===== src/rtl/muldiv_seq.sv =====
// Iterative unsigned MULTU/DIVU sequencer owning the architectural HI/LO pair.
// Radix-2 shift-add multiply, restoring shift-subtract divide, WIDTH cycles each.
module muldiv_seq #(
    parameter int unsigned WIDTH = 32
) (
    input  logic             i_clk,
    input  logic             i_rst_n,
    input  logic             i_con_Start,
    input  logic             i_con_Op,
    input  logic [WIDTH-1:0] i_data_A,
    input  logic [WIDTH-1:0] i_data_B,
    input  logic             i_con_MtHi,
    input  logic             i_con_MtLo,
    input  logic             i_con_Flush,
    output logic             o_con_Busy,
    output logic             o_con_Done,
    output logic [WIDTH-1:0] o_data_Hi,
    output logic [WIDTH-1:0] o_data_Lo
);

    localparam int unsigned CW = (WIDTH > 2) ? $clog2(WIDTH) : 1;
    localparam int unsigned PW = 2 * WIDTH;

    typedef enum logic [1:0] {
        S_IDLE = 2'd0,
        S_RUN  = 2'd1,
        S_DONE = 2'd2
    } state_t;

    state_t           state_q, state_d;
    logic             op_q, op_d;
    logic [PW-1:0]    p_q, p_d;
    logic [WIDTH-1:0] m_q, m_d;
    logic [WIDTH:0]   r_q, r_d;
    logic [WIDTH-1:0] q_q, q_d;
    logic [WIDTH-1:0] dv_q, dv_d;
    logic [CW-1:0]    count_q, count_d;
    logic [WIDTH-1:0] hi_q, hi_d;
    logic [WIDTH-1:0] lo_q, lo_d;
    logic             busy_q, done_q;

    logic [WIDTH:0]   mul_sum;
    logic [PW-1:0]    p_step;
    logic [WIDTH:0]   r_shift;
    logic             div_ge;
    logic [WIDTH:0]   r_step;
    logic [WIDTH-1:0] q_step;
    logic             accept;

    // One iteration of each loop, evaluated every cycle from the working registers
    always_comb begin
        mul_sum = {1'b0, p_q[PW-1:WIDTH]} + (p_q[0] ? {1'b0, m_q} : {(WIDTH+1){1'b0}});
        p_step  = {mul_sum, p_q[WIDTH-1:1]};
        r_shift = {r_q[WIDTH-1:0], q_q[WIDTH-1]};
        div_ge  = (r_shift >= {1'b0, dv_q});
        r_step  = div_ge ? (r_shift - {1'b0, dv_q}) : r_shift;
        q_step  = {q_q[WIDTH-2:0], div_ge};
    end

    assign accept = i_con_Start && !i_con_Flush && (state_q != S_RUN);

    // Next-state and next-datapath logic
    always_comb begin
        state_d = state_q;
        op_d    = op_q;
        p_d     = p_q;
        m_d     = m_q;
        r_d     = r_q;
        q_d     = q_q;
        dv_d    = dv_q;
        count_d = count_q;
        hi_d    = hi_q;
        lo_d    = lo_q;

        case (state_q)
            S_RUN: begin
                if (i_con_Flush) begin
                    state_d = S_IDLE;
                end else begin
                    p_d     = p_step;
                    r_d     = r_step;
                    q_d     = q_step;
                    count_d = count_q - CW'(1);
                    if (count_q == '0) begin
                        state_d = S_DONE;
                        if (op_q) begin
                            hi_d = r_step[WIDTH-1:0];
                            lo_d = q_step;
                        end else begin
                            hi_d = p_step[PW-1:WIDTH];
                            lo_d = p_step[WIDTH-1:0];
                        end
                    end
                end
            end
            default: begin
                state_d = S_IDLE;
                if (accept) begin
                    op_d = i_con_Op;
                    if (i_con_Op && (i_data_B == '0)) begin
                        // Divide by zero resolves immediately
                        state_d = S_DONE;
                        hi_d    = i_data_A;
                        lo_d    = '1;
                    end else begin
                        state_d = S_RUN;
                        p_d     = {{WIDTH{1'b0}}, i_data_A};
                        m_d     = i_data_B;
                        r_d     = '0;
                        q_d     = i_data_A;
                        dv_d    = i_data_B;
                        count_d = CW'(WIDTH - 1);
                    end
                end else begin
                    if (i_con_MtHi) hi_d = i_data_A;
                    if (i_con_MtLo) lo_d = i_data_A;
                end
            end
        endcase
    end

    always_ff @(posedge i_clk or negedge i_rst_n) begin
        if (!i_rst_n) begin
            state_q <= S_IDLE;
            op_q    <= 1'b0;
            p_q     <= '0;
            m_q     <= '0;
            r_q     <= '0;
            q_q     <= '0;
            dv_q    <= '0;
            count_q <= '0;
            hi_q    <= '0;
            lo_q    <= '0;
            busy_q  <= 1'b0;
            done_q  <= 1'b0;
        end else begin
            state_q <= state_d;
            op_q    <= op_d;
            p_q     <= p_d;
            m_q     <= m_d;
            r_q     <= r_d;
            q_q     <= q_d;
            dv_q    <= dv_d;
            count_q <= count_d;
            hi_q    <= hi_d;
            lo_q    <= lo_d;
            busy_q  <= (state_d == S_RUN);
            done_q  <= (state_d == S_DONE);
        end
    end

    assign o_con_Busy = busy_q;
    assign o_con_Done = done_q;
    assign o_data_Hi  = hi_q;
    assign o_data_Lo  = lo_q;

endmodule


===== config.mk =====
export PLATFORM = sky130hd
export DESIGN_NAME = muldiv_seq
export DESIGN_NICKNAME = d
export VERILOG_FILES = /design/src/rtl/muldiv_seq.sv
export SDC_FILE = /design/constraint.sdc
export NUM_CORES = 1
export LEC_CHECK = 0
export BUFFER_PORTS_ARGS = -buffer_cell sky130_fd_sc_hd__buf_4
export CAP_MARGIN = 20
export CORE_MARGIN = 3
export CORE_UTILIZATION = 64
export DETAILED_ROUTE_END_ITERATION = 12
export PLACE_DENSITY = 0.87
export SLEW_MARGIN = 15
export SYNTH_ARGS = -nofsm -noshare
export SYNTH_HDL_FRONTEND = slang
export SYNTH_SLANG_ARGS = --single-unit
export TNS_END_PERCENT = 10

===== constraint.sdc =====
create_clock -name i_clk -period 8 [get_ports i_clk]
set_clock_uncertainty 0.05 [all_clocks]
set_input_delay 0.4 -clock i_clk [delete_from_list [all_inputs] [get_ports i_clk]]
set_output_delay 0.4 -clock i_clk [all_outputs]
set_load 0.1 [all_outputs]

==> impl_metrics.py <==
metrics = {
    "floorplanning": {
        "die-area_um2": 24110,
        "start_util_pct": 66.37,
        "num_rows": 53,
        "io_pins": 137,
        "dieHeight_um": 155.3,
        "coreArea_um2": 21490,
        "die_w_um": 155.3,
    },
    "grt": {
        "grt_max_degree": 109,
        "antenna_found_initial": 1,
        "grt_pass1_vias": 12985,
        "grt_use_total_pct": 37.22,
        "grt_overflow": 0,
        "grt_pass1_wl_mm": 71.76,
    },
    "place": {
        "portBuffers": 136,
        "globalplace.congestion": 1.017,
        "place_hpwl_mm": 32.15,
        "place_area_um2": 15440,
    },
    "pwr": {
        "p_comb_share_pct": 52.4,
        "p_leak_uw": 0.007258,
        "p_sw_share_pct": 46.54,
        "sequentialPowerShare_pct": 27.7,
        "power.internal_uw": 3401,
        "p_total_uw": 6363,
        "cellPowerDensity_nw_per_um2": 388.8,
        "clkPwrFrac_pct": 19.9,
        "switchingPower_uw": 2961,
        "ir_worst_vdd_v": 0.0002790,
    },
    "critical_path": {
        "timing.rr.end": "o_data_Hi[30]",
        "reg2reg_from": "p_q[0]",
        "ff2ff_path_depth": 11,
        "critPathRequiredTime_ns": 8.34,
        "end_kind": "register",
        "cp-start-kind": "register",
        "crit_arrival_ns": 4.65,
        "r2r_slack_ns": 3.69,
        "path_class": "register to register",
        "path_max_fanout": 33,
    },
    "drt": {
        "drt-vias-per-instance": 6.969,
        "ant_nets": 0,
        "vias": 13472,
        "drc": 0,
        "dr.pass1.iters": 7,
        "drt-total-wl_mm": 46.19,
        "wl_per_cell_um": 23.89,
        "drt_iter0_drc": 1751,
    },
    "run_status": {
        "status": "complete, no violations",
    },
    "sta": {
        "rsz0062_at_grt": "no",
        "fmax_mhz": 232.2,
        "slew_headroom_pct": 20.94,
        "setup-tns-final_ns": 0,
        "tightest_slew_ns": 1.186,
        "slew_violations": 0,
        "period_minus_slack_ns": 4.306,
        "post-route-period-util_pct": 53.82,
        "hold_viol_final": 0,
        "holdWs_ns": 0.03155,
        "finalSetupViolations": 0,
    },
    "clock_tree": {
        "numClockSinks": 234,
        "clk_path_buf_depth": 3,
        "htree_levels": 1,
        "clock_latency_ns": 0.54,
        "cts_made_buffers": 26,
        "cts_setup_buffers": 0,
        "cts_resized": 0,
        "clkSlewWorstSetupHoldPaths_ns": 0.07,
        "holdBufCountCts": 1,
        "cts-root-buf": "clkbuf_16",
        "cts_tree": "done",
    },
    "logic_synthesis": {
        "ys.flop_type": "dfrtp_1",
        "yosysWarnings": 0,
        "avgSynthCellArea_um2": 9.147,
        "async_flop_share_pct": 100.0,
        "synth-seq-cells": 234,
        "mappedNetlistArea_um2": 14260,
        "syn_nets": 1697,
        "seq_area_frac_synth_pct": 41.06,
        "ys_types": 71,
        "synth_cells": 1559,
        "synth_edf_count": 0,
    },
    "min_path": {
        "holdCritPathClass": "input pin to register",
        "holdPathStages": 3,
        "min_from": "i_data_B[19]",
        "hold_end": "dv_q[19]",
    },
    "cells_and_area": {
        "stdcell_area_um2": 16360,
        "mostFrequentLayoutCell": "dfrtp_1",
        "num-nets-final": 1777,
        "area_delta_synth_final_pct": 14.75,
        "insertedDiodeCount": 0,
        "mostFrequentLayoutCells": "dfrtp_1, nand2_1, o21ai_0, buf_4, o22a_1",
        "drive_above_1_share_pct": 15.08,
    },
    "job": {
        "max_cap_viol_count": 0,
    },
}
state kept, by name (all words and copies together) (netlist names):
| signal | cells |
|---|---|
| o_data_Hi | 32 |
| count_q | 5 |
| op_q | 1 |
| o_con_Done | 1 |
| q_q | 32 |
| p_q | 64 |
| r_q | 32 |
| dv_q | 32 |
| o_data_Lo | 32 |
| state_q | 2 |
| o_con_Busy | 1 |
synth_stat cells, types with 26 or more instances:
| library cell | number | area share (%) |
|---|---|---|
| mux2_2 | 34 | 2.7 |
| o21ai_0 | 167 | 5.9 |
| nand2_1 | 167 | 4.4 |
| a21oi_1 | 83 | 2.9 |
| inv_1 | 64 | 1.7 |
| nor2_1 | 63 | 1.7 |
| and2_1 | 36 | 1.6 |
| o22ai_1 | 38 | 1.7 |
| o22a_1 | 127 | 7.8 |
| clkbuf_1 | 84 | 2.2 |
| a22o_1 | 26 | 1.6 |
| dfrtp_1 | 234 | 41 |
| ha_1 | 65 | 5.7 |
| xnor2_1 | 34 | 2.1 |
kinds of logic after synthesis:
logic type,Yosys count,synth area share [%]
AOI/OAI and AO/OA,588,28.10
xor gates and xnor gates,54,3.317
adders and majority gates,67,5.984
buffers and inverters,165,4.405
DFF,234,41.06
muxes,49,3.747
and+or+nand+nor,402,13.38
metrics by stage:
stage	std cells	setup WS (ns)	util, %
2_1_floorplan	1559	4.883	-
3_3_place_gp	1883	4.049	71.72
3_5_place_dp	1884	3.966	71.85
4_1_cts	1932	3.933	76.11
5_1_grt	1933	3.563	76.16
6_report	1933	3.694	76.16
worst max path at each step:
stage               startpoint             to  slack, ns  cells after the start
finish                  p_q[0]  o_data_Hi[30]       3.69                     11
global route            p_q[0]  o_data_Hi[30]       3.56                     12
CTS                     p_q[0]  o_data_Hi[30]       3.93                     11
detailed placement      p_q[0]  o_data_Hi[30]       3.97                     11
global placement        p_q[0]  o_data_Hi[30]       4.05                     11
floorplan               p_q[0]  o_data_Hi[27]       4.88                     14
layer usage:
layer  wire (µm)  share of wire (%)  vias to the layer above  GRT usage, %
met1       18000                 39                     6509         51.80
met5          12              0.026                        -             0
li1            -                  -                     5924             -
met2       20510                 44                      849         57.07
met3        5136                 11                      188         7.038
met4        2521                5.5                        2         16.80
critical path, stage by stage (launching register included):
cell and delay, ns:
dfrtp_1 1.13, and2_1 0.29, ha_1 0.22, o211ai_1 0.13
o211ai_1 0.30, nor4bb_1 0.53, o21ai_1 0.23, a31oi_1 0.34
o2111ai_1 0.24, and3_1 0.23, o21ai_0 0.36, nand3_1 0.12
cell type report:
class / count / area [µm²]
multi-input cells: 1160 / 7835
clock buffers: 39 / 780.7
well taps: 275 / 344.1
flip-flops and latches: 234 / 5857
repair buffers: 153 / 1182
fillers: 1531 / 5122
inverters: 64 / 240.2
clock inverters: 8 / 123.9
power by group through the flow:
stage / sequential [µW] / clock (µW) / combinational [µW]
floorplan: 2210 / 0 / 1940
global placement: 1750 / 0 / 3170
detailed placement: 1760 / 0 / 3240
CTS: 1750 / 1270 / 3260
global route: 1790 / 1320 / 3550
finish: 1760 / 1270 / 3330
No activity file was read; power rests on OpenSTA's default activity.
